`src/rtl/fir_fixed_pkg.sv`:
```
// Shared types for the FIR-intermediate to fixed-point converter: input record,
// value classes and rounding modes.
package fir_fixed_pkg;

  localparam int FIR_TE_W   = 8;
  localparam int FIR_FRAC_W = 8;

  typedef struct packed {
    logic                  sign;
    logic [FIR_TE_W-1:0]   te;
    logic [FIR_FRAC_W-1:0] frac;
  } fir_t;

  typedef enum logic [1:0] {
    ZERO   = 2'd0,
    TINY   = 2'd1,
    NORMAL = 2'd2,
    BIG    = 2'd3
  } fx_class_e;

  localparam logic RND_TRUNC = 1'b0;
  localparam logic RND_RNE   = 1'b1;

  // Ties go to the even neighbour; truncation never increments.
  function automatic logic rne_round_up(input logic lsb, input logic guard,
                                        input logic sticky, input logic mode);
    return mode & guard & (sticky | lsb);
  endfunction

endpackage

```
`src/rtl/fir_to_fixed_stream_round_sat.sv`:
```
// Combinational rounding, negation and saturation of an unsigned magnitude
// into an FX_B-bit two's-complement word.
module fx_round_sat
  import fir_fixed_pkg::*;
#(
  parameter int MAG_W = 26,
  parameter int FX_B  = 16
) (
  input  logic [MAG_W-1:0] mag_i,
  input  logic             guard_i,
  input  logic             sticky_i,
  input  logic             sign_i,
  input  logic             big_i,
  input  logic             rne_i,
  output logic [FX_B-1:0]  result_o,
  output logic             overflow_o,
  output logic             inexact_o
);

  localparam logic [MAG_W-1:0] MIN_MAG = MAG_W'(1) << (FX_B - 1);
  localparam logic [FX_B-1:0]  POS_SAT = {1'b0, {(FX_B-1){1'b1}}};
  localparam logic [FX_B-1:0]  NEG_SAT = {1'b1, {(FX_B-1){1'b0}}};

  logic             round_up_s;
  logic [MAG_W-1:0] rounded_s;
  logic [FX_B-1:0]  mag_fx_s;

  // A magnitude of exactly 2^(FX_B-1) is legal only as the unrounded most-negative value.
  always_comb begin
    round_up_s = rne_round_up(mag_i[0], guard_i, sticky_i, rne_i);
    rounded_s  = mag_i + {{(MAG_W-1){1'b0}}, round_up_s};
    mag_fx_s   = rounded_s[FX_B-1:0];
    overflow_o = big_i | (round_up_s & (rounded_s >= MIN_MAG));
    if (overflow_o) begin
      result_o  = sign_i ? NEG_SAT : POS_SAT;
      inexact_o = 1'b0;
    end else begin
      result_o  = sign_i ? (~mag_fx_s + FX_B'(1)) : mag_fx_s;
      inexact_o = guard_i | sticky_i;
    end
  end

endmodule

```
`src/rtl/fir_to_fixed_stream.sv`:
```
// Two-stage streaming converter from FIR posit intermediate form to a
// saturating, rounded Fx<FX_M,FX_B> word with valid/ready handshake.
module fir_to_fixed_stream
  import fir_fixed_pkg::*;
#(
  parameter int FIR_TE_SIZE   = 8,
  parameter int FIR_FRAC_SIZE = 8,
  parameter int FX_M          = 8,
  parameter int FX_B          = 16,
  parameter bit ROUND_RNE     = 1'b1
) (
  input  logic                                 clk_i,
  input  logic                                 rst_i,
  input  logic [FIR_TE_SIZE+FIR_FRAC_SIZE:0]   fir_i,
  input  logic                                 in_valid_i,
  output logic                                 in_ready_o,
  output logic [FX_B-1:0]                      fixed_o,
  output logic                                 overflow_o,
  output logic                                 inexact_o,
  output logic                                 out_valid_o,
  input  logic                                 out_ready_i,
  input  logic                                 clear_i,
  output logic                                 ovf_sticky_o
);

  localparam int FRAC_BITS = FX_B - FX_M;
  localparam int SH_W      = FIR_FRAC_SIZE + FX_B + 2;
  localparam int S_W       = $clog2(SH_W) + 2;
  localparam int TE_MAX    = FX_M - 1;
  localparam int TE_TINY   = -FRAC_BITS - 2;
  localparam int S_OFS     = FRAC_BITS - (FIR_FRAC_SIZE - 1);
  localparam logic [FIR_FRAC_SIZE-1:0] MANT_ONE = {1'b1, {(FIR_FRAC_SIZE-1){1'b0}}};

  if (FX_M < 2)          begin : g_err_fx_m    $error("FX_M must be at least 2");          end
  if (FX_M >= FX_B)      begin : g_err_fx_b    $error("FX_M must be less than FX_B");      end
  if (FIR_FRAC_SIZE < 2) begin : g_err_frac    $error("FIR_FRAC_SIZE must be at least 2"); end
  if (FIR_TE_SIZE < 2)   begin : g_err_te      $error("FIR_TE_SIZE must be at least 2");   end

  logic                     in_sign_s;
  logic [FIR_TE_SIZE-1:0]   in_te_s;
  logic [FIR_FRAC_SIZE-1:0] in_frac_s;
  logic signed [31:0]       te_int_s;
  logic                     exact_neg_s;
  logic                     en1_s, en2_s;

  logic                     v1_q, v1_d, v2_q, v2_d;
  logic                     sign1_q, sign1_d;
  logic [FIR_FRAC_SIZE-1:0] frac1_q, frac1_d;
  fx_class_e                cls1_q, cls1_d;
  logic [S_W-1:0]           shift1_q, shift1_d;

  logic [SH_W-1:0]          frac_w_s, mag_s;
  logic [S_W-1:0]           rsh_s;
  logic                     guard_s, sticky_s;
  logic [FX_B-1:0]          res_s;
  logic                     res_ovf_s, res_inx_s;

  logic [FX_B-1:0]          fixed_q, fixed_d;
  logic                     ovf_q, ovf_d, inx_q, inx_d;
  logic                     sticky_q, sticky_d;

  assign {in_sign_s, in_te_s, in_frac_s} = fir_i;
  assign te_int_s = {{(32-FIR_TE_SIZE){in_te_s[FIR_TE_SIZE-1]}}, in_te_s};

  assign en2_s      = !v2_q | out_ready_i;
  assign en1_s      = !v1_q | en2_s;
  assign in_ready_o = en1_s;

  // Stage 1: classify and precompute the alignment shift.
  always_comb begin
    exact_neg_s = in_sign_s & (te_int_s == TE_MAX) & (in_frac_s == MANT_ONE);
    v1_d        = en1_s ? in_valid_i : v1_q;
    sign1_d     = sign1_q;
    frac1_d     = frac1_q;
    cls1_d      = cls1_q;
    shift1_d    = shift1_q;
    if (en1_s & in_valid_i) begin
      sign1_d  = in_sign_s;
      frac1_d  = in_frac_s;
      shift1_d = te_int_s[S_W-1:0] + S_W'(S_OFS);
      if (in_frac_s == '0) begin
        cls1_d = ZERO;
      end else if ((te_int_s > TE_MAX) || ((te_int_s == TE_MAX) && !exact_neg_s)) begin
        cls1_d = BIG;
      end else if (te_int_s < TE_TINY) begin
        cls1_d = TINY;
      end else begin
        cls1_d = NORMAL;
      end
    end
  end

  // Stage 2: align the mantissa, keeping guard and sticky on right shifts.
  always_comb begin
    frac_w_s = {{(SH_W-FIR_FRAC_SIZE){1'b0}}, frac1_q};
    rsh_s    = ~shift1_q + S_W'(1);
    if (!shift1_q[S_W-1]) begin
      mag_s    = frac_w_s << shift1_q;
      guard_s  = 1'b0;
      sticky_s = 1'b0;
    end else begin
      mag_s    = frac_w_s >> rsh_s;
      guard_s  = |(frac_w_s & (SH_W'(1) << (rsh_s - S_W'(1))));
      sticky_s = |(frac_w_s & ((SH_W'(1) << (rsh_s - S_W'(1))) - SH_W'(1)));
    end
    case (cls1_q)
      ZERO: begin
        mag_s = '0; guard_s = 1'b0; sticky_s = 1'b0;
      end
      TINY: begin
        mag_s = '0; guard_s = 1'b0; sticky_s = 1'b1;
      end
      NORMAL, BIG: begin
        mag_s = mag_s;
      end
      default: begin
        mag_s = '0; guard_s = 1'b0; sticky_s = 1'b0;
      end
    endcase
  end

  fx_round_sat #(
    .MAG_W (SH_W),
    .FX_B  (FX_B)
  ) u_round_sat (
    .mag_i      (mag_s),
    .guard_i    (guard_s),
    .sticky_i   (sticky_s),
    .sign_i     (sign1_q),
    .big_i      (cls1_q == BIG),
    .rne_i      (ROUND_RNE),
    .result_o   (res_s),
    .overflow_o (res_ovf_s),
    .inexact_o  (res_inx_s)
  );

  // Output register and sticky overflow; a coincident overflow transfer beats clear.
  always_comb begin
    v2_d    = en2_s ? v1_q : v2_q;
    fixed_d = fixed_q;
    ovf_d   = ovf_q;
    inx_d   = inx_q;
    if (en2_s & v1_q) begin
      fixed_d = res_s;
      ovf_d   = res_ovf_s;
      inx_d   = res_inx_s;
    end
    if (v2_q & out_ready_i & ovf_q) begin
      sticky_d = 1'b1;
    end else if (clear_i) begin
      sticky_d = 1'b0;
    end else begin
      sticky_d = sticky_q;
    end
  end

  // Pipeline state.
  always_ff @(posedge clk_i) begin
    if (rst_i) begin
      v1_q     <= 1'b0;
      v2_q     <= 1'b0;
      sign1_q  <= 1'b0;
      frac1_q  <= '0;
      cls1_q   <= ZERO;
      shift1_q <= '0;
      fixed_q  <= '0;
      ovf_q    <= 1'b0;
      inx_q    <= 1'b0;
      sticky_q <= 1'b0;
    end else begin
      v1_q     <= v1_d;
      v2_q     <= v2_d;
      sign1_q  <= sign1_d;
      frac1_q  <= frac1_d;
      cls1_q   <= cls1_d;
      shift1_q <= shift1_d;
      fixed_q  <= fixed_d;
      ovf_q    <= ovf_d;
      inx_q    <= inx_d;
      sticky_q <= sticky_d;
    end
  end

  assign out_valid_o  = v2_q;
  assign fixed_o      = fixed_q;
  assign overflow_o   = ovf_q;
  assign inexact_o    = inx_q;
  assign ovf_sticky_o = sticky_q;

endmodule

```
`config.mk`:
```
export PLATFORM = sky130hd
export DESIGN_NAME = fir_to_fixed_stream
export DESIGN_NICKNAME = d
export VERILOG_FILES = /design/src/rtl/fir_fixed_pkg.sv /design/src/rtl/fir_to_fixed_stream_round_sat.sv /design/src/rtl/fir_to_fixed_stream.sv
export SDC_FILE = /design/constraint.sdc
export NUM_CORES = 1
export LEC_CHECK = 0
export ABC_AREA = 0
export CORE_UTILIZATION = 30
export CTS_CLUSTER_DIAMETER = 120
export DETAILED_ROUTE_END_ITERATION = 10
export GPL_TIMING_DRIVEN = 0
export SYNTH_ARGS = -nofsm -noshare
export SYNTH_HDL_FRONTEND = slang
export SYNTH_HIERARCHICAL = 1
export SYNTH_SLANG_ARGS = --single-unit
```
`constraint.sdc`:
```
create_clock -name clk_i -period 10.55 [get_ports clk_i]
set_clock_uncertainty 0.2 [all_clocks]
set_input_delay 2.11 -clock clk_i [delete_from_list [all_inputs] [get_ports clk_i]]
set_output_delay 2.11 -clock clk_i [all_outputs]
set_load 0.02 [all_outputs]
```
==> results of run 1 <==
-- cell type report --
cell class                      instances  area [um2]  share of cell area, %
Multi-Input combinational cell        537        3320                   63.7
Sequential cell                        39         781                   15.0
Timing Repair Buffer                   41         410                   7.88
Buffer                                 52         233                   4.47
Tap cell                              180         225                   4.32
Clock buffer                            6         139                   2.67
Inverter                               18        67.6                   1.30
Clock inverter                          2        35.0                  0.672
-- cells by family after synthesis --
| kind of cell | count (synthesis) | synth area share (%) |
|---|---|---|
| and+or+nand+nor | 290 | 32.2 |
| other | 1 | 0.0852 |
| buffers and inverters | 70 | 6.82 |
| AOI/OAI and AO/OA | 182 | 28.1 |
| DFF | 39 | 17.7 |
| xor gates and xnor gates | 36 | 7.34 |
| muxes | 21 | 5.80 |
| adders and majority gates | 7 | 1.99 |
-- routing by layer --
layer	vias to the layer above	GRT usage, %
li1	2414	-
met1	2197	25.3
met2	152	29.1
met3	22	2.44
met4	0	5.42
met5	-	0
-- final timing paths --
| kind | endpoint | slack [ns] |
|---|---|---|
| max reg2reg | fixed_o[13]$_SDFFE_PP0P_ | 1.81 |
| min | inexact_o$_SDFFE_PP0P_ | 0.25 |
| min reg2reg | inexact_o$_SDFFE_PP0P_ | 0.25 |
| max | fixed_o[13]$_SDFFE_PP0P_ | 1.81 |
-- per-stage QoR --
stage	total power [mW]	cells	cell area, um2	hold WS (ns)	setup WS, ns
after floorplan	0.282	646	4400	0.266	3.28
after global placement	0.331	867	5040	0.244	1.92
after detailed placement	0.330	867	5040	0.246	1.93
after CTS	0.512	875	5210	0.254	1.88
after global routing	0.534	875	5210	0.275	1.24
final	0.508	875	5210	0.252	1.81
-- power groups by stage --
stage	Sequential [mW]	Combinational (mW)	Clock, mW
3_3_place_gp	0.165	0.166	0
5_1_grt	0.162	0.185	0.187
4_1_cts	0.161	0.167	0.184
6_report	0.162	0.169	0.177
2_1_floorplan	0.163	0.119	0
3_5_place_dp	0.165	0.166	0
-- state kept, by name (all words and copies together), names as in the netlist --
signal,cells
cls1_q,2
fixed_o,16
frac1_q,8
inexact_o,1
out_valid_o,1
overflow_o,1
ovf_sticky_o,1
shift1_q,7
sign1_q,1
v1_q,1
-- critical path: cells and delay by family (launching register included) --
family / cells / cell delay, ns
compound gates: 10 / 2.68
simple gates: 9 / 2.26
buf+inv: 8 / 1.62
fa+ha+maj: 4 / 0.80
flops: 1 / 0.44
xor+xnor: 1 / 0.42
mux: 1 / 0.21
-- synthesized netlist by cell type (8+ instances only) --
| cell | instances |
|---|---|
| a211oi_1 | 17 |
| a21oi_1 | 65 |
| a22oi_1 | 9 |
| and3_1 | 8 |
| buf_2 | 14 |
| clkbuf_1 | 28 |
| dfxtp_1 | 39 |
| inv_1 | 17 |
| mux2i_1 | 12 |
| nand2_1 | 107 |
| nand2b_1 | 12 |
| nand3_1 | 18 |
| nand4_1 | 10 |
| nor2_1 | 59 |
| nor2b_1 | 13 |
| nor3_1 | 22 |
| o21ai_0 | 29 |
| xnor2_1 | 25 |
| xor2_1 | 10 |
==> impl_results.md, run 1 <==
* Status: finished, final reports clean
* H-tree Lvls at 2
* R2R Path Start: shift1_q[0]$_SDFFE_PP0P_
* Startpoint of the worst hold path: inexact_o$_SDFFE_PP0P_
* IO Count at 43
* Avg Inst Size Synth at 6.81 um2
* Total Routing Usage GR at 18.2%
* EDFF count, synth at 0
* Cells after synthesis at 646
* Count of cell types in the netlist at 77
* Grt total ovfl at 0
* Final hold violations at 0
* Switching pwr at 0.172 mW
* Final Slew Violations at 0
* Final WL at 13300 um
* CP max FO at 11
* Post-synthesis sequential area ratio at 17.7%
* Reg power frac at 31.9%
* Comb pwr share at 33.2%
* Peak supply drop at 0.0000782 V
* Type of the tightest min-delay check: reg2reg
* Die width at 123 um
* Final min period at 8.74 ns
* M1 WL at 6310 um
* Yosys reg bits at 39
* Core area at 14100 um2
* Fillers at 1566
* GP Congestion at 0.876
* Cell taking the most area after synthesis: dfxtp_1
* Crit path kind: reg2reg
* CTS Root Cell: clkbuf_16
* Crit path DAT at 8.75 ns
* Longest Clk Path Bufs at 2
* Worst Tran Pin Value at 1.01 ns
* Clock Latency Late Sink at 0.28 ns
* Commonest cells after routing, fill and taps aside: nand2_1, a21oi_1, nor2_1
* # rows at 43
* Met2 WL at 5990 um
* Ys Warns at 6
* TritonCTS clock tree: yes
* Sw Share at 33.9%
* Top FF cell, synth: dfxtp_1
* Die area at 15200 um2
* Initial antenna violation count at 0
* Setup_tns at 0 ns
* Detailed-route via count at 4785
* Critical path required time at 10.57 ns
* Initial drt markers at 331
* Final HPWL DP at 10400 um
* Post-Syn Nets at 675
* Share of post-route cells with drive strength above 1 at 7.48%
* Initial Util at 31.2%
* Synth Cell Area at 4400 um2
* Synth-to-layout area growth at 18.4%
* Nets at 723
* 1st-pass router iterations at 5
* Commonest non-fill, non-tap cell in the layout: nand2_1
* Highest Signal Layer: met4
* Clk pwr share at 34.9%
* Post-CTS Setup Bufs at 0
* # port buffers at 41
* Vias in the first global route at 4253
* Top-area cell type share of the netlist area at 17.7%
* # resized after CTS at 0
* P_leak at 1.77 nW
* RSZ-0062 raised after global routing: false
* Clock-pin slew on the worst setup and hold paths at 0.06 ns
* Worst hold path depth at 2
* Largest net degree at the start of global routing at 13
* Core Util, Final at 37.0%
* Final setup violation count at 0
* # hold bufs at CTS at 0
* Remaining antenna violation count at 0
* FF-to-FF path depth at 33
* WL met3 at 774 um
* Ant. Diodes at 0
* Critical path endpoint category: flop
* Chip height at 123 um
* Max incr delay on CP at 0.55 ns
* DR WL/cell at 15.2 um
* Crit. Startpoint: shift1_q[0]$_SDFFE_PP0P_
* Cell Pwr Density at 97.4 nW/um2
* Clock buffer count from CTS at 5
* Rel. slew slack at 31.7%
* Worst setup SP type: flop
* Sink Count at 39
* Post-synth ARST share at 0%
* Fin crit share at 82.8%
* Area contributors post-synth: dfxtp_1, nand2_1, a21oi_1, nor2_1, xnor2_1
* Final routed DRC violation total at 0
* FMAX at 0.114 GHz
* Critical path's slowest cell: or4_1
* Vias per inst at 5.47
* First-pass GRT wire length at 21700 um
* Pint at 0.336 mW
* Max-capacitance violation count at 0
(Power assumes the default switching activity.)
==> inputs of run 2 (changes only) <==
==> constraint.sdc (replaced) <==
create_clock -name clk_i -period 7.5 [get_ports clk_i]
set_clock_uncertainty 0.2 [all_clocks]
set_input_delay 1.5 -clock clk_i [delete_from_list [all_inputs] [get_ports clk_i]]
set_output_delay 1.5 -clock clk_i [all_outputs]
set_load 0.02 [all_outputs]
==> run 2 against run 1 <==
Net effect: critical path depth fell by 1; critical path type unchanged; register-to-register slack got worse by 1.6 ns; sequential share of layout area decreased by 0.91 points; combinational power grew 59%; highest routed layer unchanged; cell count increased by 1.8%; global-route usage is 0.29 points higher; largest cell class unchanged; count of clock-buffer cells in the layout stayed put; non-clock buffer count up 16.
==> impl_results.md, run 2 (synthesized netlist as in run 1, its figures left out) <==
* Status: finished, final reports clean
* H-tree Lvls at 2 (unchanged)
* Type of the tightest min-delay check: reg2reg
* Core area at 14100 um2 (unchanged)
* Fillers at 1530 (-2.3%)
* Fin crit share at 96.7% (+14 points)
* Sink Count at 39 (unchanged)
* Initial drt markers at 356 (+7.6%)
* Ant. Diodes at 0 (unchanged)
* # port buffers at 41 (unchanged)
* Cell Pwr Density at 134 nW/um2 (+38%)
* Clock-pin slew on the worst setup and hold paths at 0.06 ns (about the same)
* Initial antenna violation count at 0 (unchanged)
* Commonest non-fill, non-tap cell in the layout: nand2_1
* Largest net degree at the start of global routing at 13 (unchanged)
* Worst Tran Pin Value at 0.983 ns (-0.0288 ns)
* Commonest cells after routing, fill and taps aside: nand2_1, a21oi_1, nor2_1
* Total Routing Usage GR at 18.5% (+0.29 points)
* Die area at 15200 um2 (unchanged)
* Chip height at 123 um (unchanged)
* Final routed DRC violation total at 0 (unchanged)
* Post-Place Cells at 867 (unchanged)
* R2r endpoint: fixed_o[15]$_SDFFE_PP0P_
* Family with the most delay on the worst path: simple AND/OR/NAND/NOR gates
* P_leak at 1.91 nW (+7.6%)
* Final WL at 13800 um (+3.5%)
* Clock buffer count from CTS at 5 (unchanged)
* Clock Latency Late Sink at 0.28 ns (about the same)
* Hold EP: inexact_o$_SDFFE_PP0P_
* Startpoint of the worst hold path: inexact_o$_SDFFE_PP0P_
* Grt total ovfl at 0 (unchanged)
* Final HPWL DP at 10400 um (unchanged)
* Vias per inst at 5.49 (+0.44%)
* Final instance area at 5560 um2 (+6.8%)
* Critical path required time at 7.46 ns (-3.11 ns)
* TritonCTS clock tree: yes
* First-pass GRT wire length at 22100 um (+1.7%)
* Synth-to-layout area growth at 26.4%
* Share of post-route cells with drive strength above 1 at 14.1% (+6.6 points)
* R2R Path Start: shift1_q[0]$_SDFFE_PP0P_
* Placed Area at 5040 um2 (unchanged)
* Peak supply drop at 0.000111 V (+42%)
* Final hold violations at 0 (unchanged)
* Max-capacitance violation count at 0 (unchanged)
* Fin cells at 891 (+1.8%)
* Longest Clk Path Bufs at 2 (unchanged)
* Vias in the first global route at 4297 (+1.0%)
* CP max FO at 10 (-1)
* RSZ-0062 raised after global routing: true
* CP Buf/Inv Count at 7 (-1)
* IO Count at 43 (unchanged)
* # rows at 43 (unchanged)
* Max FFs per register at 16 (unchanged)
* Rel. slew slack at 33.6% (+1.9 points)
* Nets at 739 (+2.2%)
* 1st-pass router iterations at 5 (unchanged)
* Crit path DAT at 7.21 ns (-1.54 ns)
* Detailed-route via count at 4894 (+2.3%)
* FMAX at 0.138 GHz (+20%)
* Final Power at 0.745 mW (+47%)
* Worst hold path depth at 2 (unchanged)
* CTS Root Cell: clkbuf_16
* # hold bufs at CTS at 0 (unchanged)
* Initial Util at 31.2% (unchanged)
* Final min period at 7.26 ns (-1.48 ns)
* R2r setup slk at 0.24 ns (-1.57 ns)
* Final Slew Violations at 0 (unchanged)
* Max incr delay on CP at 0.58 ns (+0.03 ns)
* Crit path kind: reg2reg
* Critical path endpoint category: flop
* DR WL/cell at 15.5 um (+1.6%)
* Worst setup SP type: flop
* Remaining antenna violation count at 0 (unchanged)
* Final setup violation count at 0 (unchanged)
* FF-to-FF path depth at 32 (-3.0%)
* GP Congestion at 0.876 (unchanged)
* CP dominant cell by count: buf_6
* Critical path's slowest cell: or4_4
* Die width at 123 um (unchanged)
==> run 2: worst register-to-register path, delay by kind of cell (launching register included) <==
| kind | cells | cell delay, ns |
|---|---|---|
| simple gates | 9 | 2.64 |
| compound gates | 10 | 1.97 |
| buf+inv | 7 | 0.90 |
| fa+ha+maj | 4 | 0.69 |
| flops | 1 | 0.36 |
| xor+xnor | 1 | 0.19 |
| mux | 1 | 0.19 |
==> run 2: routing by layer <==
| layer | up-vias | share of wire [%] | global-route usage (%) |
|---|---|---|---|
| met5 | - | 0 | 0 |
| met4 | 0 | 1.9 | 5.50 |
| met3 | 20 | 6.3 | 2.26 |
| met2 | 165 | 46 | 29.8 |
| met1 | 2261 | 46 | 25.6 |
| li1 | 2448 | - | - |
==> run 2: worst max path at each step <==
stage | startpoint | to | slack [ns] | depth (start not counted)
2_1_floorplan | shift1_q[0]$_SDFFE_PP0P_ | fixed_o[15]$_SDFFE_PP0P_ | 0.23 | 33
3_3_place_gp | shift1_q[0]$_SDFFE_PP0P_ | fixed_o[15]$_SDFFE_PP0P_ | -1.13 | 33
3_5_place_dp | shift1_q[0]$_SDFFE_PP0P_ | fixed_o[15]$_SDFFE_PP0P_ | -1.12 | 33
4_1_cts | shift1_q[0]$_SDFFE_PP0P_ | fixed_o[15]$_SDFFE_PP0P_ | 0.02 | 32
5_1_grt | shift1_q[0]$_SDFFE_PP0P_ | fixed_o[15]$_SDFFE_PP0P_ | -0.05 | 32
6_report | shift1_q[0]$_SDFFE_PP0P_ | fixed_o[15]$_SDFFE_PP0P_ | 0.24 | 32
==> run 2: cell type report <==
| type | instances | area (um2) | area share, % |
|---|---|---|---|
| timing repair buffer | 58 | 538 | 9.67 |
| inverter | 18 | 71.3 | 1.28 |
| tap | 180 | 225 | 4.05 |
| clock buffer | 6 | 139 | 2.50 |
| multi-input combinational | 537 | 3500 | 62.9 |
| clock inverter | 2 | 35.0 | 0.630 |
| sequential | 39 | 783 | 14.1 |
| buffer | 51 | 274 | 4.92 |
==> run 2: power by group <==
| part | switching (mW) | total (mW) | internal, mW |
|---|---|---|---|
| combinational | 0.158 | 0.268 | 0.111 |
| clock | 0.0835 | 0.249 | 0.165 |
| sequential | 0.0123 | 0.229 | 0.216 |
==> run 2: timing repair <==
item / CTS / global route
resized for setup: 22 / 32
pin swaps: 6 / 10
setup endpoints to repair: 18 / 17
setup buffers: 8 / 9
==> run 2: per-stage QoR <==
step           hold WS (ns)  utilization [%]  setup slack (ns)  setup TNS [ns]
3_3_place_gp          0.244             35.7             -1.13          -15.35
3_5_place_dp          0.246             35.7             -1.12          -15.48
4_1_cts               0.254             38.1            0.0203               0
2_1_floorplan         0.266                -             0.228               0
6_report              0.251             39.5             0.245               0
5_1_grt               0.275             39.5           -0.0478         -0.0793
